--- src/rtl/seg2bcd_scan.sv ---
// Samples a multiplexed 7-segment display bus and decodes it back into hex digits.
// Optional macro SEG_BLANK_EN: treat the all-segments-off pattern as a legal blank digit.
module seg2bcd_scan #(
    parameter int NUM_DIGITS     = 4,
    parameter bit Active_High    = 1'b0,
    parameter bit AN_Active_High = 1'b0,
    parameter int STABLE_CYCLES  = 4
) (
    input  logic                    clk,
    input  logic                    rst_n,
    input  logic                    CA,
    input  logic                    CB,
    input  logic                    CC,
    input  logic                    CD,
    input  logic                    CE,
    input  logic                    CF,
    input  logic                    CG,
    input  logic [NUM_DIGITS-1:0]   an,
    output logic [4*NUM_DIGITS-1:0] value,
    output logic [NUM_DIGITS-1:0]   digit_valid,
    output logic                    frame_valid,
    output logic                    code_err
`ifdef SEG_BLANK_EN
    ,
    output logic [NUM_DIGITS-1:0]   blank
`endif
);

    localparam int SW = NUM_DIGITS + 7;
    localparam int CW = $clog2(STABLE_CYCLES + 1);

    // Returns {hit, code} for an active-low CA..CG pattern.
    function automatic logic [4:0] seg_decode(input logic [6:0] s);
        logic [4:0] r;
        case (s)
            7'b0000001: r = {1'b1, 4'h0};
            7'b1001111: r = {1'b1, 4'h1};
            7'b0010010: r = {1'b1, 4'h2};
            7'b0000110: r = {1'b1, 4'h3};
            7'b1001100: r = {1'b1, 4'h4};
            7'b0100100: r = {1'b1, 4'h5};
            7'b0100000: r = {1'b1, 4'h6};
            7'b0001111: r = {1'b1, 4'h7};
            7'b0000000: r = {1'b1, 4'h8};
            7'b0000100: r = {1'b1, 4'h9};
            7'b0001000: r = {1'b1, 4'hA};
            7'b1100000: r = {1'b1, 4'hB};
            7'b0110001: r = {1'b1, 4'hC};
            7'b1000010: r = {1'b1, 4'hD};
            7'b0110000: r = {1'b1, 4'hE};
            7'b0111000: r = {1'b1, 4'hF};
            default:    r = 5'b0_0000;
        endcase
        return r;
    endfunction

    function automatic int onehot_index(input logic [NUM_DIGITS-1:0] v);
        int idx;
        idx = 0;
        for (int i = 0; i < NUM_DIGITS; i++) begin
            if (v[i]) idx = i;
        end
        return idx;
    endfunction

    logic [SW-1:0]         sync_p0;
    logic [SW-1:0]         sync_p1;
    logic [SW-1:0]         sync_p2;
    logic [CW-1:0]         cnt;
    logic                  armed;
    logic [NUM_DIGITS-1:0] mask;

    logic [6:0]            seg_n;
    logic [NUM_DIGITS-1:0] sel;
    logic                  same;
    logic                  capture;
    logic                  onehot;
    logic [4:0]            dec;
    logic                  is_blank;
    logic                  legal;
    logic [NUM_DIGITS-1:0] mask_next;
    logic                  frame_done;
    int                    idx;

    // sync_p1 is the synchronized sample; sync_p2 holds it one cycle later, so when
    // a capture fires sync_p2 is guaranteed to be the pattern that was stable.
    always_comb begin
        seg_n      = Active_High ? ~sync_p2[6:0] : sync_p2[6:0];
        sel        = AN_Active_High ? sync_p2[SW-1:7] : ~sync_p2[SW-1:7];
        same       = (sync_p1 == sync_p2);
        capture    = armed && (cnt == CW'(STABLE_CYCLES));
        onehot     = (sel != '0) && ((sel & (sel - 1'b1)) == '0);
        dec        = seg_decode(seg_n);
`ifdef SEG_BLANK_EN
        is_blank   = (seg_n == 7'b1111111);
`else
        is_blank   = 1'b0;
`endif
        legal      = dec[4] || is_blank;
        mask_next  = mask | sel;
        frame_done = &mask_next;
        idx        = onehot_index(sel);
    end

    always_ff @(posedge clk) begin
        if (!rst_n) begin
            sync_p0     <= '0;
            sync_p1     <= '0;
            sync_p2     <= '0;
            cnt         <= '0;
            armed       <= 1'b1;
            mask        <= '0;
            value       <= '0;
            digit_valid <= '0;
            frame_valid <= 1'b0;
            code_err    <= 1'b0;
`ifdef SEG_BLANK_EN
            blank       <= '0;
`endif
        end else begin
            sync_p0     <= {an, CA, CB, CC, CD, CE, CF, CG};
            sync_p1     <= sync_p0;
            sync_p2     <= sync_p1;
            frame_valid <= 1'b0;
            code_err    <= 1'b0;

            if (same) begin
                if (cnt != CW'(STABLE_CYCLES)) cnt <= cnt + CW'(1);
            end else begin
                cnt <= CW'(1);
            end

            if (!same)        armed <= 1'b1;
            else if (capture) armed <= 1'b0;

            if (capture && onehot) begin
                if (legal) begin
                    digit_valid[idx] <= 1'b1;
                    if (dec[4]) value[4*idx +: 4] <= dec[3:0];
`ifdef SEG_BLANK_EN
                    blank[idx] <= is_blank;
`endif
                    if (frame_done) begin
                        frame_valid <= 1'b1;
                        mask        <= '0;
                    end else begin
                        mask <= mask_next;
                    end
                end else begin
                    code_err <= 1'b1;
                end
            end
        end
    end

endmodule

--- config.mk ---
export PLATFORM = sky130hd
export DESIGN_NAME = seg2bcd_scan
export DESIGN_NICKNAME = d
export VERILOG_FILES = /design/src/rtl/seg2bcd_scan.sv
export SDC_FILE = /design/constraint.sdc
export NUM_CORES = 1
export LEC_CHECK = 0
export ABC_AREA = 1
export BUFFER_PORTS_ARGS = -buffer_cell sky130_fd_sc_hd__clkbuf_2
export CAP_MARGIN = 20
export CORE_UTILIZATION = 35
export DETAILED_ROUTE_END_ITERATION = 10
export HOLD_SLACK_MARGIN = 0.15
export SYNTH_ARGS = -nofsm -noshare
export SYNTH_HDL_FRONTEND = slang
export SYNTH_SLANG_ARGS = --single-unit
--- constraint.sdc ---
create_clock -name clk -period 1.7 [get_ports clk]
set_clock_uncertainty 0.15 [all_clocks]
set_input_delay 0.34 -clock clk [delete_from_list [all_inputs] [get_ports clk]]
set_output_delay 0.34 -clock clk [all_outputs]
set_load 0.01 [all_outputs]
==> results of run 1 <==
worst max-delay path by stage:
stage	from	endpoint	slack, ps	cells past startpoint
final	sync_p2[0]	mask[0]	30	10
after global routing	sync_p2[6]	value[1]	-100	10
after CTS	cnt[0]	value[8]	-30	11
after detailed placement	sync_p2[6]	value[9]	-180	11
after global placement	sync_p2[6]	value[8]	-140	11
after floorplan	cnt[0]	value[12]	2	11
power groups by stage:
stage	Sequential [mW]	Clock, mW	Combinational, mW
6_report	1.53	1.58	0.302
3_3_place_gp	1.56	0	0.216
3_5_place_dp	1.56	0	0.219
2_1_floorplan	1.56	0	0.145
4_1_cts	1.53	1.62	0.259
5_1_grt	1.53	1.70	0.333
sequential cells by signal, indices dropped and copies added, names as in the netlist:
register / cells
mask: 4
digit_valid: 4
cnt: 3
value: 16
sync_p0: 11
frame_valid: 1
sync_p1: 11
armed: 1
sync_p2: 11
code_err: 1
kinds of logic after synthesis:
group,synth area share
buf+inv,0.1349
fa+ha+maj,0.009207
flops,0.4641
compound gates,0.03131
simple gates,0.3283
xor+xnor,0.03223
layout by cell type (no fill, tap or decap), drive strengths merged:
cell	netlist	routed
or2	4	4
nor4	2	2
xor2	7	7
xnor2	3	3
nand4	20	20
clkinvlp	0	1
nor3b	1	1
clkinv	0	2
bufinv	0	3
clkbuf	8	43
dlygate4sd3	0	11
nor2	46	46
ha	2	2
inv	85	86
a21oi	14	14
nand2	104	104
dfxtp	63	63
buf	3	40
nand3	19	20
nor3	5	5
o21ai	3	3
routing by layer:
metal  global-route usage  up-vias  routed length, um  share of wire
li1                     -     1351                  -              -
met1               0.1546     1095               2510           0.44
met5                    0        -                  0              0
met2               0.2494       52               2853           0.50
met3              0.05922       10                229          0.040
met4              0.06452        0                 97          0.017
area by class of cell:
type	instances	area, um2	share of cell area
Sequential cell	63	1296	0.3261
Clock inverter	7	120.1	0.03022
Timing Repair Buffer	85	609.3	0.1533
Clock buffer	9	123.9	0.03116
Tap cell	99	123.9	0.03116
Inverter	85	329.1	0.08278
Multi-Input combinational cell	231	1373	0.3453
timing repair:
item / CTS / global route
setup buffers: 3 / 9
hold buffers: 11 / 0
gates resized for setup: 21 / 85
pin swaps: 2 / 27
setup endpoints to repair: 26 / 28
endpoints found under the hold margin: 11 / 0
gates cloned: 1 / 2
worst max-delay path, cell delays in order, from the launching register on:
cell     delay [ps]
dfxtp_4         370
buf_6           120
nand2_2          60
nor2_2           50
nand2_2          80
nand2_2          80
nor2_4          160
nand3_4         180
buf_6           180
nand3_1          60
a21oi_1          60
==> flow_summary.toml, run 1 <==
[yosys]
synth_warnings = 0
synth_most_common_cell = "nand2_1"
synth_edf_count = 0
synth_cell_type_count = 26
syn_area_per_cell_um2 = 6.986
syn-instance-count = 389
yosys-top-cells-count = "nand2_1, inv_1, dfxtp_1"
syn-num-nets = 404
synth_top_cell_by_area = "dfxtp_1"
synth_top_cell_area_share = 0.4641
synth_area_um2 = 2718
synth_area_leaders = "dfxtp_1, nand2_1, inv_1"
async_flop_share = 0
synth_flop_cell = "dfxtp_1"
seq_area_frac_synth = 0.4641
ys_seq_elements = 63

[placed_design]
place_ws_ps = -184.5
dp_hpwl_mm = 3.595
dpl.cell_count = 538
gp_congestion = 0.8261
placed_cell_area_um2 = 3179
portBuffers = 34

[power]
power_switching_share = 0.2324
p_per_area_nw_per_um2 = 857.8
p_leak_nw = 2.019
max-vdd-ir-drop_v = 0.0006624
p_sw_mw = 0.7924
p_int_mw = 2.617
pwr-share-clk = 0.464
seqPwrFrac = 0.447
total_power_mw = 3.410
power_frac_comb = 0.089

[floorplanning]
core_um2 = 7370
start_util = 0.3688
num_rows = 31
die-height_um = 90.12
die_area_um2 = 8121
io_pins = 35
die_x_um = 90.12

[flow_run]
cap_viol_max_count = 0

[setup_path]
cp.arrival_ps = 1740
cp.required_ps = 1770
reg2reg_to = "mask[0]"
critical_path.max_fanout = 7
worstRegToRegCells = 10
crit_path_start_kind = "flop"
r2r_slack_ps = 30
r2r_start = "sync_p2[0]"
crit_type = "flop to flop"
endpoint_kind = "flop"

[sta]
hold_viol = 0
period_minus_slack_ps = 1668
tightest_slew_ps = 441.3
fmax_ghz = 0.5996
setup_viol = 0
finalMaxSlewViolations = 0
post-route-period-util = 0.9810
rsz0062_at_grt = "true"
timing.hold.ws_ps = 261.8
worst_slack_ps = 32.22
slew_headroom = 0.7055
setup_tns_ps = 0

[routing]
viasPerCell = 4.332
drc = 0
wl_per_cell_um = 9.829
drt_wl_total_mm = 5.691
vias = 2508
dr.first_iter.drc_count = 63
dr.pass1.iters = 4
drtAntennaViolNets = 0

[finish]
fin_util = 0.5394
final_net_count = 490
final_cells = 579
fillers = 701
antenna_cells = 0
syn_to_final_growth_pct = 46.27
stdcell_area_um2 = 3975
final_layout_size_suffix_gt1_frac = 0.3708

[cts]
insertion_delay_ps = 350
cts_buffer_depth = 2
cts_root_buf = "clkbuf_8"
cts_tree = "done"
cts_buffers = 9
numClockSinks = 63
htreeDepth = 3
clk_pin_slew_ps = 70

[min_path]
min_from = "sync_p0[8]"
whs_endpoint = "sync_p1[8]"
hold_depth = 2
hold_class = "flop to flop"

[status]
status = "finished clean"

[grt]
grt.overflow.total = 0
grt_start_max_net_pins = 51
grt_pass1_wl_mm = 9.356
grt_usage = 0.1448
antenna_found_initial = 0
grt_pass1_vias = 2283
Power figures use the tool's default switching activity.
==> inputs of run 2 (changes only) <==
CELL_PAD_IN_SITES_DETAIL_PLACEMENT = 2   (was unset)
CELL_PAD_IN_SITES_GLOBAL_PLACEMENT = 2   (was unset)
CORE_UTILIZATION = 29   (was 35)
PLACE_DENSITY_LB_ADDON = 0.1   (was unset)
clock period = 1.35 ns   (was 1.7 ns; I/O delays follow)
==> run 2 against run 1 <==
Compared with the run above:
- setup slack worse by 680 ps
- largest power group is now sequential cells
- the flow now finishes with violations (negative setup slack)
- critical path depth is 1 lower
- final cell count is 6.4% higher
- first-iteration DRC count is 4.8% higher
- sequential share of layout area is 2.6 points lower
- critical path type unchanged
- clock power is 7% higher
==> flow_summary.toml, run 2 (same netlist as run 1, synthesis figures left out) <==
[placed_design]
placed_cell_area_um2 = 3451
gp_congestion = 0.7658
dp_hpwl_mm = 5.789
portBuffers = 34

[grt]
grt.overflow.total = 0
grt_pass1_vias = 3109
grt_start_max_net_pins = 48
grt_usage = 0.2078
grt_pass1_wl_mm = 15.57
antenna_found_initial = 0

[power]
seqPwrFrac = 0.469
total_power_mw = 4.108
power_frac_comb = 0.120
p_leak_nw = 2.168
p_int_mw = 3.006
max-vdd-ir-drop_v = 0.0005086
pwr-share-clk = 0.411
p_per_area_nw_per_um2 = 951.9
power_switching_share = 0.2682
p_sw_mw = 1.102

[finish]
stdcell_area_um2 = 4315
layout_common_cells = "nand2_1, inv_1, buf_4"
final_net_count = 518
regMostFlops = "value"
syn_to_final_growth_pct = 58.79
antenna_cells = 0
final_common_cell = "nand2_1"
largest_reg_flops = 16
final_layout_size_suffix_gt1_frac = 0.4409
fin_util = 0.4854

[setup_path]
critPathTopFamily = "simple AND/OR/NAND/NOR gates"
cp.required_ps = 1470
reg2reg_to = "value[12]"
endpoint_kind = "flop"
cp_slowest_cell = "dfxtp_4"
path_buf_inv = 1
slowest_delay_ps = 370
crit_path_start_kind = "flop"
crit_type = "flop to flop"
worstPathCellList = "nor2_4 > nand4_1 > nand2_2 > nor2_4 > nand3_4 > nand3_4 > nand2_1 > inv_1 > nor2_1"
cp-endpoint = "value[12]"
r2r_slack_ps = -650
cp_num_cells = 9
startpoint = "sync_p2[3]"
worstRegToRegCells = 9
critical_path.max_fanout = 8
r2r_start = "sync_p2[3]"
cp.arrival_ps = 2120

[cts]
numClockSinks = 63
cts_buffer_depth = 2
htreeDepth = 3
insertion_delay_ps = 340
cts_root_buf = "clkbuf_8"
clk_pin_slew_ps = 80
cts_tree = "done"
cts_buffers = 9

[sta]
rsz0062_at_grt = "true"
fmax_ghz = 0.4996
finalMaxSlewViolations = 0
period_minus_slack_ps = 2001
post-route-period-util = 1.483
slew_headroom = 0.7216
hold_viol = 0
worst_slack_ps = -651.5
tightest_slew_ps = 413.7
setup_viol = 30

[floorplanning]
core_um2 = 8891
die_area_um2 = 9762
io_pins = 35
num_rows = 34
die-height_um = 98.81
start_util = 0.3057
die_x_um = 98.81

[min_path]
hold_class = "input pin to flop"

[routing]
drtAntennaViolNets = 0
drt_wl_total_mm = 11.80
drc = 0
dr.first_iter.drc_count = 66
wl_per_cell_um = 19.16
vias = 2927
viasPerCell = 4.752
dr.pass1.iters = 4

[status]
status = "finished, violations left"
violations = "negative setup slack"

[flow_run]
cap_viol_max_count = 0
## run 2: cell count changes in the layout (fill, tap and decap cells not counted), sizes merged
cell	before	now
clkbuf	43	48
buf	40	66
inv	86	85
bufinv	3	1
clkinv	2	1
dlygate4sd3	11	12
## run 2: power by group through the flow
stage | Combinational, mW | Clock [mW] | Sequential [mW]
after floorplan | 0.203 | 0 | 1.97
after global placement | 0.321 | 0 | 1.97
after detailed placement | 0.333 | 0 | 1.97
after CTS | 0.424 | 1.69 | 1.93
after global routing | 0.532 | 1.79 | 1.93
final | 0.494 | 1.69 | 1.93
## run 2: worst min-delay path by stage
stage | cells after the start | startpoint | end
global route | 4 | rst_n | sync_p1[8]
global placement | 2 | sync_p0[9] | sync_p1[9]
floorplan | 2 | CG | sync_p0[0]
finish | 4 | rst_n | sync_p0[8]
CTS | 3 | rst_n | mask[2]
detailed placement | 2 | sync_p0[6] | sync_p1[6]
## run 2: repair_timing
action                                 4_1_cts  5_1_grt
gates resized for setup                     56       58
pin swaps                                   22       25
hold buffers                                12        0
setup buffers                                9        9
gates cloned                                 1        2
setup endpoints to repair                   30       30
endpoints found under the hold margin       13        0
## run 2: tightest hold or removal path, stage by stage
cell and delay [ps]:
clkbuf_2 120, buf_12 180, nand2_1 80, inv_1 30
## run 2: per-stage QoR
| stage | instances | hold slack, ps | worst slack (ps) | TNS [ps] |
|---|---|---|---|---|
| after floorplan | 389 | 217.6 | -262.7 | -5598 |
| after global placement | 569 | 244.3 | -450.7 | -11340 |
| after detailed placement | 569 | 254.1 | -546.2 | -13530 |
| after CTS | 607 | 201.5 | -382.2 | -10140 |
| after global routing | 616 | 277.7 | -722.0 | -17060 |
| final | 616 | 241.5 | -651.5 | -15080 |
## run 2: routing by layer
metal | wire (um) | part of all wire | track usage | vias to the layer above
met5 | 0 | 0 | 0 | -
met4 | 143 | 0.012 | 0.08266 | 0
met3 | 360 | 0.030 | 0.04255 | 12
met2 | 6482 | 0.55 | 0.3808 | 57
met1 | 4817 | 0.41 | 0.2346 | 1454
li1 | - | - | - | 1404
## run 2: layout make-up
type | instances | area, um2
fillers | 986 | 4576
inverters | 85 | 334.1
clock inverters | 3 | 42.54
well taps | 108 | 135.1
flip-flops and latches | 63 | 1294
multi-input cells | 231 | 1503
clock buffers | 13 | 148.9
repair buffers | 113 | 858.3
